$ cat src/rtl/cpu_pkg.sv
// Shared definitions for the fetch stage: default widths, the HALT opcode,
// the fetch FSM state encoding and the instruction word type.
package cpu_pkg;

    localparam int          DEF_ADDR_W  = 4;
    localparam int          DEF_INSTR_W = 12;
    localparam logic [3:0]  OPC_HALT    = 4'hF;

    typedef enum logic [2:0] {
        IDLE = 3'd0,
        REQ  = 3'd1,
        RESP = 3'd2,
        HOLD = 3'd3,
        HALT = 3'd4
    } fetch_state_t;

    typedef logic [DEF_INSTR_W-1:0] instr_t;

endpackage

$ cat src/rtl/fetch_pc_reg.sv
// Program counter for the fetch stage. A redirect wins over a restart, which
// wins over the post-response increment; the increment wraps at 2^ADDR_W.
module fetch_pc_reg #(
    parameter int ADDR_W = 4
) (
    input  logic              clk,
    input  logic              rst,
    input  logic              i_ld_zero,
    input  logic              i_ld_br,
    input  logic [ADDR_W-1:0] i_br_target,
    input  logic              i_inc,
    output logic [ADDR_W-1:0] o_pc
);

    logic [ADDR_W-1:0] r_pc;

    // pc update: redirect, restart at 0, or step to the next word
    always_ff @(posedge clk or posedge rst) begin
        if (rst) begin
            r_pc <= '0;
        end else if (i_ld_br) begin
            r_pc <= i_br_target;
        end else if (i_ld_zero) begin
            r_pc <= '0;
        end else if (i_inc) begin
            r_pc <= r_pc + {{(ADDR_W-1){1'b0}}, 1'b1};
        end
    end

    assign o_pc = r_pc;

endmodule

$ cat src/rtl/instr_fetch_unit.sv
// Fetch stage in front of the 16x12 instruction memory: program load port,
// PC-driven reads, instruction register with valid/ready hand-off to decode,
// branch redirect and HALT-opcode stop.
// Optional macro FETCH_PERF_CNT_EN adds saturating transfer/stall counters;
// without it fetch_cnt/stall_cnt read as 0 and no counter flops exist.
module instr_fetch_unit
    import cpu_pkg::*;
#(
    parameter int ADDR_W  = DEF_ADDR_W,
    parameter int INSTR_W = DEF_INSTR_W
) (
    input  logic               clk,
    input  logic               reset,
    input  logic               start,
    input  logic               load_en,
    input  logic [ADDR_W-1:0]  load_addr,
    input  logic [INSTR_W-1:0] load_data,
    output logic [ADDR_W-1:0]  mem_addr,
    output logic               mem_wr_en,
    output logic [INSTR_W-1:0] mem_wdata,
    input  logic [INSTR_W-1:0] mem_instr,
    input  logic               br_valid,
    input  logic [ADDR_W-1:0]  br_target,
    output logic               ir_valid,
    input  logic               ir_ready,
    output logic [INSTR_W-1:0] ir,
    output logic [ADDR_W-1:0]  ir_pc,
    output logic               busy,
    output logic               halted,
    output logic [15:0]        fetch_cnt,
    output logic [15:0]        stall_cnt
);

    fetch_state_t       r_state;
    fetch_state_t       w_state_nxt;
    logic [ADDR_W-1:0]  w_pc;
    logic [INSTR_W-1:0] r_ir;
    logic [ADDR_W-1:0]  r_ir_pc;
    logic               r_ir_valid;

    logic w_quiet;   // IDLE or HALT: the only states that accept load/start
    logic w_load;
    logic w_start;
    logic w_br;
    logic w_xfer;
    logic w_ir_halt;

    assign w_quiet   = (r_state == IDLE) || (r_state == HALT);
    assign w_load    = w_quiet & load_en;
    assign w_start   = w_quiet & start & ~load_en;
    assign w_br      = br_valid & ~w_quiet;
    assign w_xfer    = r_ir_valid & ir_ready;
    assign w_ir_halt = (r_ir[INSTR_W-1 -: 4] == OPC_HALT);

    fetch_pc_reg #(.ADDR_W(ADDR_W)) u_pc (
        .clk        (clk),
        .rst        (reset),
        .i_ld_zero  (w_start),
        .i_ld_br    (w_br),
        .i_br_target(br_target),
        .i_inc      (r_state == RESP),
        .o_pc       (w_pc)
    );

    // next-state: a redirect overrides whatever the state would otherwise do
    always_comb begin
        w_state_nxt = r_state;
        case (r_state)
            IDLE, HALT: if (w_start) w_state_nxt = REQ;
            REQ:        w_state_nxt = RESP;
            RESP:       w_state_nxt = HOLD;
            HOLD:       if (w_xfer) w_state_nxt = w_ir_halt ? HALT : REQ;
            default:    w_state_nxt = IDLE;
        endcase
        if (w_br) w_state_nxt = REQ;
    end

    // state register
    always_ff @(posedge clk or posedge reset) begin
        if (reset) r_state <= IDLE;
        else       r_state <= w_state_nxt;
    end

    // IR capture in RESP, drop on redirect (discarding the read), clear valid on hand-off
    always_ff @(posedge clk or posedge reset) begin
        if (reset) begin
            r_ir       <= '0;
            r_ir_pc    <= '0;
            r_ir_valid <= 1'b0;
        end else if (w_br) begin
            r_ir_valid <= 1'b0;
        end else if (r_state == RESP) begin
            r_ir       <= mem_instr;
            r_ir_pc    <= w_pc;
            r_ir_valid <= 1'b1;
        end else if (w_xfer) begin
            r_ir_valid <= 1'b0;
        end
    end

    // memory side: a load steals the address/write port only while quiet
    assign mem_addr  = w_load ? load_addr : w_pc;
    assign mem_wr_en = w_load;
    assign mem_wdata = w_load ? load_data : '0;

    assign ir       = r_ir;
    assign ir_pc    = r_ir_pc;
    assign ir_valid = r_ir_valid;
    assign busy     = ~w_quiet;
    assign halted   = (r_state == HALT);

`ifdef FETCH_PERF_CNT_EN
    logic [15:0] r_fetch_cnt;
    logic [15:0] r_stall_cnt;

    // saturating counters of hand-offs and back-pressured cycles
    always_ff @(posedge clk or posedge reset) begin
        if (reset) begin
            r_fetch_cnt <= '0;
            r_stall_cnt <= '0;
        end else begin
            if (w_xfer && (r_fetch_cnt != 16'hFFFF))
                r_fetch_cnt <= r_fetch_cnt + 16'd1;
            if (r_ir_valid && !ir_ready && (r_stall_cnt != 16'hFFFF))
                r_stall_cnt <= r_stall_cnt + 16'd1;
        end
    end

    assign fetch_cnt = r_fetch_cnt;
    assign stall_cnt = r_stall_cnt;
`else
    assign fetch_cnt = 16'd0;
    assign stall_cnt = 16'd0;
`endif

endmodule

$ cat config.mk
export PLATFORM = sky130hd
export DESIGN_NAME = instr_fetch_unit
export DESIGN_NICKNAME = d
export VERILOG_FILES = /design/src/rtl/cpu_pkg.sv /design/src/rtl/fetch_pc_reg.sv /design/src/rtl/instr_fetch_unit.sv
export SDC_FILE = /design/constraint.sdc
export NUM_CORES = 1
export LEC_CHECK = 0
export CORE_MARGIN = 2
export CORE_UTILIZATION = 31
export DETAILED_ROUTE_END_ITERATION = 6
export DONT_BUFFER_PORTS = 1
export HOLD_SLACK_MARGIN = 0.1
export PLACE_DENSITY = 0.56
export SLEW_MARGIN = 20
export SYNTH_ARGS = -nofsm -noshare
export SYNTH_HDL_FRONTEND = slang
export SYNTH_SLANG_ARGS = --single-unit
$ cat constraint.sdc
create_clock -name clk -period 3.3 [get_ports clk]
set_input_delay 0.825 -clock clk [delete_from_list [all_inputs] [get_ports clk]]
set_output_delay 0.825 -clock clk [all_outputs]
set_load 0.05 [all_outputs]
==> results of run 1 <==
final cells by class:
cell class              count  area (um2)  share of cell area
multi-input cells         102         762               0.486
flip-flops and latches     24         601               0.383
well taps                  67        83.8              0.0535
clock buffers               3        41.3              0.0264
clock inverters             1        30.0              0.0192
inverters                   7        26.3              0.0168
repair buffers              3        22.5              0.0144
cell families (layout without fill, tap and decap cells):
kind of cell / count (synthesis) / after routing / share of synthesized area
muxes: 20 / 20 / 0.165
AOI/OAI and AO/OA: 18 / 18 / 0.0955
and+or+nand+nor: 31 / 31 / 0.137
buffers and inverters: 46 / 14 / 0.211
DFF: 24 / 24 / 0.382
adders and majority gates: 1 / 1 / 0.00795
other: 1 / 32 / 0.00238
cell usage after synthesis, types with 2 or more instances:
library cell	instances	area share
buf_4	32	0.15
dfrtp_1	24	0.38
and3_1	13	0.052
mux2_2	11	0.079
mux2_4	9	0.086
inv_1	7	0.017
nand2_1	4	0.0095
a2bb2oi_1	3	0.017
buf_6	3	0.021
clkbuf_1	3	0.0072
a2111oi_0	2	0.011
a211o_2	2	0.013
a211oi_1	2	0.0095
nor2_1	2	0.0048
state kept, by name, summed over array words and instances (netlist names):
register / flops
ir_pc: 4
ir: 12
u_pc.o_pc: 4
r_state: 3
ir_valid: 1
power breakdown:
part | switching, uW | internal, uW | total, uW
logic | 260 | 172 | 432
clock network | 97.4 | 162 | 260
registers | 467 | 403 | 871
total | 825 | 737 | 1560
metrics by stage:
stage | instance area (um2) | instances | utilization | worst slack [ns]
finish | 1570 | 207 | 0.325 | 0.486
detailed placement | 1500 | 203 | 0.310 | 0.723
CTS | 1570 | 207 | 0.325 | 0.478
global route | 1570 | 207 | 0.325 | 0.287
floorplan | 1690 | 172 | - | 0.311
global placement | 1500 | 203 | 0.310 | 0.737
worst paths after layout:
check                                         end  slack (ns)  cells past startpoint                    from
min                        r_state[1]$_DFFE_PP0P_        0.57                      1  r_state[2]$_DFFE_PP0P_
max in group asynchronous  r_state[2]$_DFFE_PP0P_        2.09                      1                   reset
min in group asynchronous       ir[7]$_DFFE_PP0P_        0.64                      1                   reset
max                                        halted        0.49                      5  r_state[0]$_DFFE_PP0P_
min reg2reg                r_state[1]$_DFFE_PP0P_        0.57                      1  r_state[2]$_DFFE_PP0P_
max reg2reg                     ir[4]$_DFFE_PP0P_        1.00                      3  r_state[1]$_DFFE_PP0P_
routing by layer:
metal,track usage,vias to the layer above
met4,0.0292,0
met5,0,-
li1,-,430
met3,0.0509,0
met1,0.123,477
met2,0.207,59
==> results.py, run 1 <==
metrics = {
    "status": {
        "status": "finished, final reports clean",
    },
    "critical_path": {
        "start_kind": "flop",
        "end_kind": "output pin",
        "cpPeakStageDelay_ns": 0.58,
        "crit_type": "reg2out",
        "cp_data_arrival_time_ns": 1.99,
        "cp_slowest_cell": "nor2_1",
        "crit_family": "simple AND/OR/NAND/NOR gates",
        "crit_buf_inv": 3,
        "cp.required_ns": 2.47,
        "critPathMaxFanout": 14,
        "crit_chain": "nor2_1 > inv_1 > buf_4 > nor2_1 > buf_4",
    },
    "cells_and_area": {
        "drive_gt1_frac": 0.257,
        "final_common_cell": "conb_1",
        "antenna_cells": 0,
        "final_cell_mix": "conb_1 (32), dfrtp_1 (24), and3_1 (13), mux2_2 (11), mux2_4 (9)",
        "area.growth.synth_to_final_pct": -0.398,
        "num-fill-cells": 514,
        "nets": 180,
    },
    "route": {
        "drt-vias-per-instance": 4.67,
        "vias": 966,
        "firstDrtPassIters": 4,
        "wl_met2_um": 1800,
        "detail_route.wl_per_cell_um": 16.1,
        "top_layer": "met3",
        "wl_met1_um": 1220,
        "wl_um": 3320,
        "wl_met3_um": 304,
        "ant_nets": 0,
        "drt-initial-drc-count": 51,
        "drc_errors": 0,
    },
    "place": {
        "numPortBuffers": 0,
        "hpwlAfterDp_um": 2560,
        "place.gp.congestion": 0.702,
    },
    "sta": {
        "whs_ns": 0.573,
        "maxSlewHeadroom": 0.385,
        "setup_violations": 0,
        "timing.fmax_mhz": 355,
        "hold_viol": 0,
        "rsz0062_at_grt": "false",
        "period_share": 0.853,
        "final.setup.tns_ns": 0,
        "clock_skew_ns": 0.00470,
        "fin_crit_ns": 2.81,
        "tightest_slew_ns": 0.922,
        "drv_slew": 0,
    },
    "yosys": {
        "ys_warn_count": 0,
        "synth_area_um2": 1570,
        "ys.flop_type": "dfrtp_1",
        "avgSynthCellArea_um2": 11.2,
        "synth-seq-cells": 24,
        "async_flop_share": 1.00,
        "synth_edf_count": 0,
        "syn-instance-count": 141,
        "ys_types": 38,
        "ys_seq_area_frac": 0.382,
    },
    "global_route": {
        "grt_usage": 0.115,
        "grt_max_degree": 25,
        "grt_first_pass_wirelength_um": 4820,
        "grt_pass1_vias": 948,
        "antenna_found_initial": 0,
        "grt_overflow": 0,
    },
    "clock_tree": {
        "cts_sinks": 24,
        "cts_resized": 0,
        "postCtsSetupBuffers": 0,
        "clk_latency_ns": 0.27,
        "cts.htree.levels": 1,
        "cts_tree": "yes",
        "clkTransAtPathRegs_ns": 0.08,
        "cts_buffers": 3,
        "cts_root_buf": "clkbuf_8",
        "clk_path_buf_depth": 2,
        "holdBufCountCts": 0,
    },
    "floorplan": {
        "die-area_um2": 5660,
        "ios": 106,
        "fp.dieH_um": 75.2,
        "initial_core_util": 0.326,
        "die_w_um": 75.2,
        "core_um2": 4820,
        "rows": 25,
    },
    "power_and_ir_drop": {
        "total_leakage_power_uw": 0.000764,
        "total_power_uw": 1560,
        "irDropWorstVdd_uv": 339,
        "powerDensity_nw_per_um2": 997,
    },
    "hold_path": {
        "hold_class": "reg2reg",
    },
    "flow_run": {
        "max-cap-violations": 0,
    },
}
Note: power is estimated with default switching activity, not from simulation.
==> inputs of run 2 (changes only) <==
--- a/config.mk
+++ b/config.mk
@@ -5,12 +5,12 @@
 export SDC_FILE = /design/constraint.sdc
 export NUM_CORES = 1
 export LEC_CHECK = 0
-export CORE_MARGIN = 2
 export CORE_UTILIZATION = 31
 export DETAILED_ROUTE_END_ITERATION = 6
 export DONT_BUFFER_PORTS = 1
 export HOLD_SLACK_MARGIN = 0.1
 export PLACE_DENSITY = 0.56
+export SKIP_CTS_REPAIR_TIMING = 1
 export SLEW_MARGIN = 20
 export SYNTH_ARGS = -nofsm -noshare
 export SYNTH_HDL_FRONTEND = slang
==> run 2 against run 1 <==
Against the previous run: via count is 0.52% lower; register-to-register slack hardly changed; sequential share of layout area is 0.75 points higher; setup slack worse by 0.027 ns; highest routed layer is now met4; final area is 1.9% lower; first-iteration DRC count is 33% lower; die area is 5.2% lower; sequential power hardly changed.
==> results.py, run 2 (same netlist as run 1, synthesis figures left out) <==
metrics = {
    "global_route": {
        "grt_first_pass_wirelength_um": 4880,
        "grt_overflow": 0,
        "antenna_found_initial": 0,
        "grt_pass1_vias": 915,
        "grt_max_degree": 25,
        "grt_usage": 0.123,
    },
    "critical_path": {
        "start_kind": "flop",
        "cpPeakStageDelay_ns": 0.63,
        "critPathMaxFanout": 14,
        "worstRegToRegCells": 3,
        "end_kind": "output pin",
        "cp_slowest_cell": "nor2_1",
        "cp_data_arrival_time_ns": 2.02,
        "reg2reg_slack_ns": 0.99,
        "crit_chain": "nor2_1 > and3_1",
        "cp.required_ns": 2.47,
        "crit_type": "reg2out",
    },
    "sta": {
        "fin_crit_ns": 2.84,
        "drv_slew": 0,
        "rsz0062_at_grt": "false",
        "tightest_slew_ns": 0.912,
        "setup_violations": 0,
        "period_share": 0.861,
        "timing.fmax_mhz": 352,
        "whs_ns": 0.594,
        "final.setup.tns_ns": 0,
        "hold_viol": 0,
        "clock_skew_ns": 0.00467,
        "maxSlewHeadroom": 0.391,
    },
    "floorplan": {
        "rows": 25,
        "die_w_um": 73.2,
        "initial_core_util": 0.326,
        "die-area_um2": 5360,
        "core_um2": 4820,
        "fp.dieH_um": 73.2,
        "ios": 106,
    },
    "cells_and_area": {
        "drive_gt1_frac": 0.252,
        "num-fill-cells": 529,
        "antenna_cells": 0,
        "finalNonFillerCells": 206,
        "largest_register_ffs": 12,
        "area.growth.synth_to_final_pct": -2.31,
        "final_common_cell": "conb_1",
        "final_cell_mix": "conb_1 (32), dfrtp_1 (24), and3_1 (13), mux2_2 (11), mux2_4 (9)",
        "nets": 180,
    },
    "power_and_ir_drop": {
        "pwr-share-clk": 0.115,
        "internal-power_uw": 657,
        "power.switching_uw": 817,
        "power_frac_comb": 0.295,
        "seqPwrFrac": 0.590,
        "irDropWorstVdd_uv": 483,
        "total_leakage_power_uw": 0.000750,
        "p_sw_frac": 0.554,
        "powerDensity_nw_per_um2": 959,
    },
    "route": {
        "firstDrtPassIters": 4,
        "drc_errors": 0,
        "drt-initial-drc-count": 34,
        "ant_nets": 0,
        "detail_route.wl_per_cell_um": 15.9,
        "drt-vias-per-instance": 4.67,
        "wl_um": 3290,
        "vias": 961,
    },
    "place": {
        "numPortBuffers": 0,
        "hpwlAfterDp_um": 2450,
        "place.gp.congestion": 0.698,
        "place_inst": 203,
    },
    "clock_tree": {
        "cts.htree.levels": 1,
        "cts_buffers": 3,
        "clk_path_buf_depth": 2,
        "cts_sinks": 24,
        "cts_root_buf": "clkbuf_8",
        "clk_latency_ns": 0.26,
        "clkTransAtPathRegs_ns": 0.08,
        "cts_tree": "yes",
    },
    "hold_path": {
        "min_path_cells": 1,
        "hold_class": "reg2reg",
    },
    "status": {
        "status": "finished, final reports clean",
    },
    "flow_run": {
        "max-cap-violations": 0,
    },
}
==> run 2: cell count changes in the layout (fill, tap and decap cells not counted), sizes merged <==
cell,before,now
bufinv,1,0
==> run 2: cell type report <==
type,count,area (um2),area share
clock buffers,3,41.3,0.0269
inverters,7,26.3,0.0171
flip-flops and latches,24,601,0.391
multi-input cells,102,762,0.496
repair buffers,3,22.5,0.0147
well taps,67,83.8,0.0546
==> run 2: stage by stage <==
step	setup WS [ns]	instance area (um2)	total power (uW)	utilization
after global routing	0.337	1540	1550	0.319
after CTS	0.451	1540	1490	0.319
after detailed placement	0.699	1500	1320	0.310
final	0.459	1540	1470	0.319
after floorplan	0.311	1690	1290	-
after global placement	0.735	1500	1300	0.310
==> run 2: final timing paths <==
| check | start | end |
|---|---|---|
| worst max-delay path | r_state[0]$_DFFE_PP0P_ | mem_wdata[0] |
| min in group asynchronous | reset | ir[10]$_DFFE_PP0P_ |
| max in group asynchronous | reset | u_pc.o_pc[1]$_DFFE_PP0P_ |
| worst max register to register | r_state[1]$_DFFE_PP0P_ | ir[2]$_DFFE_PP0P_ |
| worst min register to register | r_state[2]$_DFFE_PP0P_ | r_state[1]$_DFFE_PP0P_ |
| worst min-delay path | r_state[2]$_DFFE_PP0P_ | r_state[1]$_DFFE_PP0P_ |
==> run 2: power by group through the flow <==
| stage | Sequential (uW) | Clock [uW] | Combinational, uW |
|---|---|---|---|
| after global placement | 875 | 0 | 425 |
| after CTS | 875 | 179 | 438 |
| after global routing | 890 | 192 | 465 |
| after floorplan | 831 | 0 | 459 |
| after detailed placement | 882 | 0 | 436 |
| final | 869 | 170 | 434 |
==> run 2: worst max-delay path: cells and delay by family, from the launching register on <==
family	cells	cell delay, ns
flip-flops	1	0.53
AND/OR/NAND/NOR	2	1.21
==> run 2: routing by layer <==
layer	part of all wire	vias up	track usage	routed length, um
li1	-	431	-	-
met2	0.53	59	0.216	1740
met5	0	-	0	0
met3	0.087	2	0.0483	287
met1	0.37	469	0.138	1230
met4	0.0082	0	0.0327	27
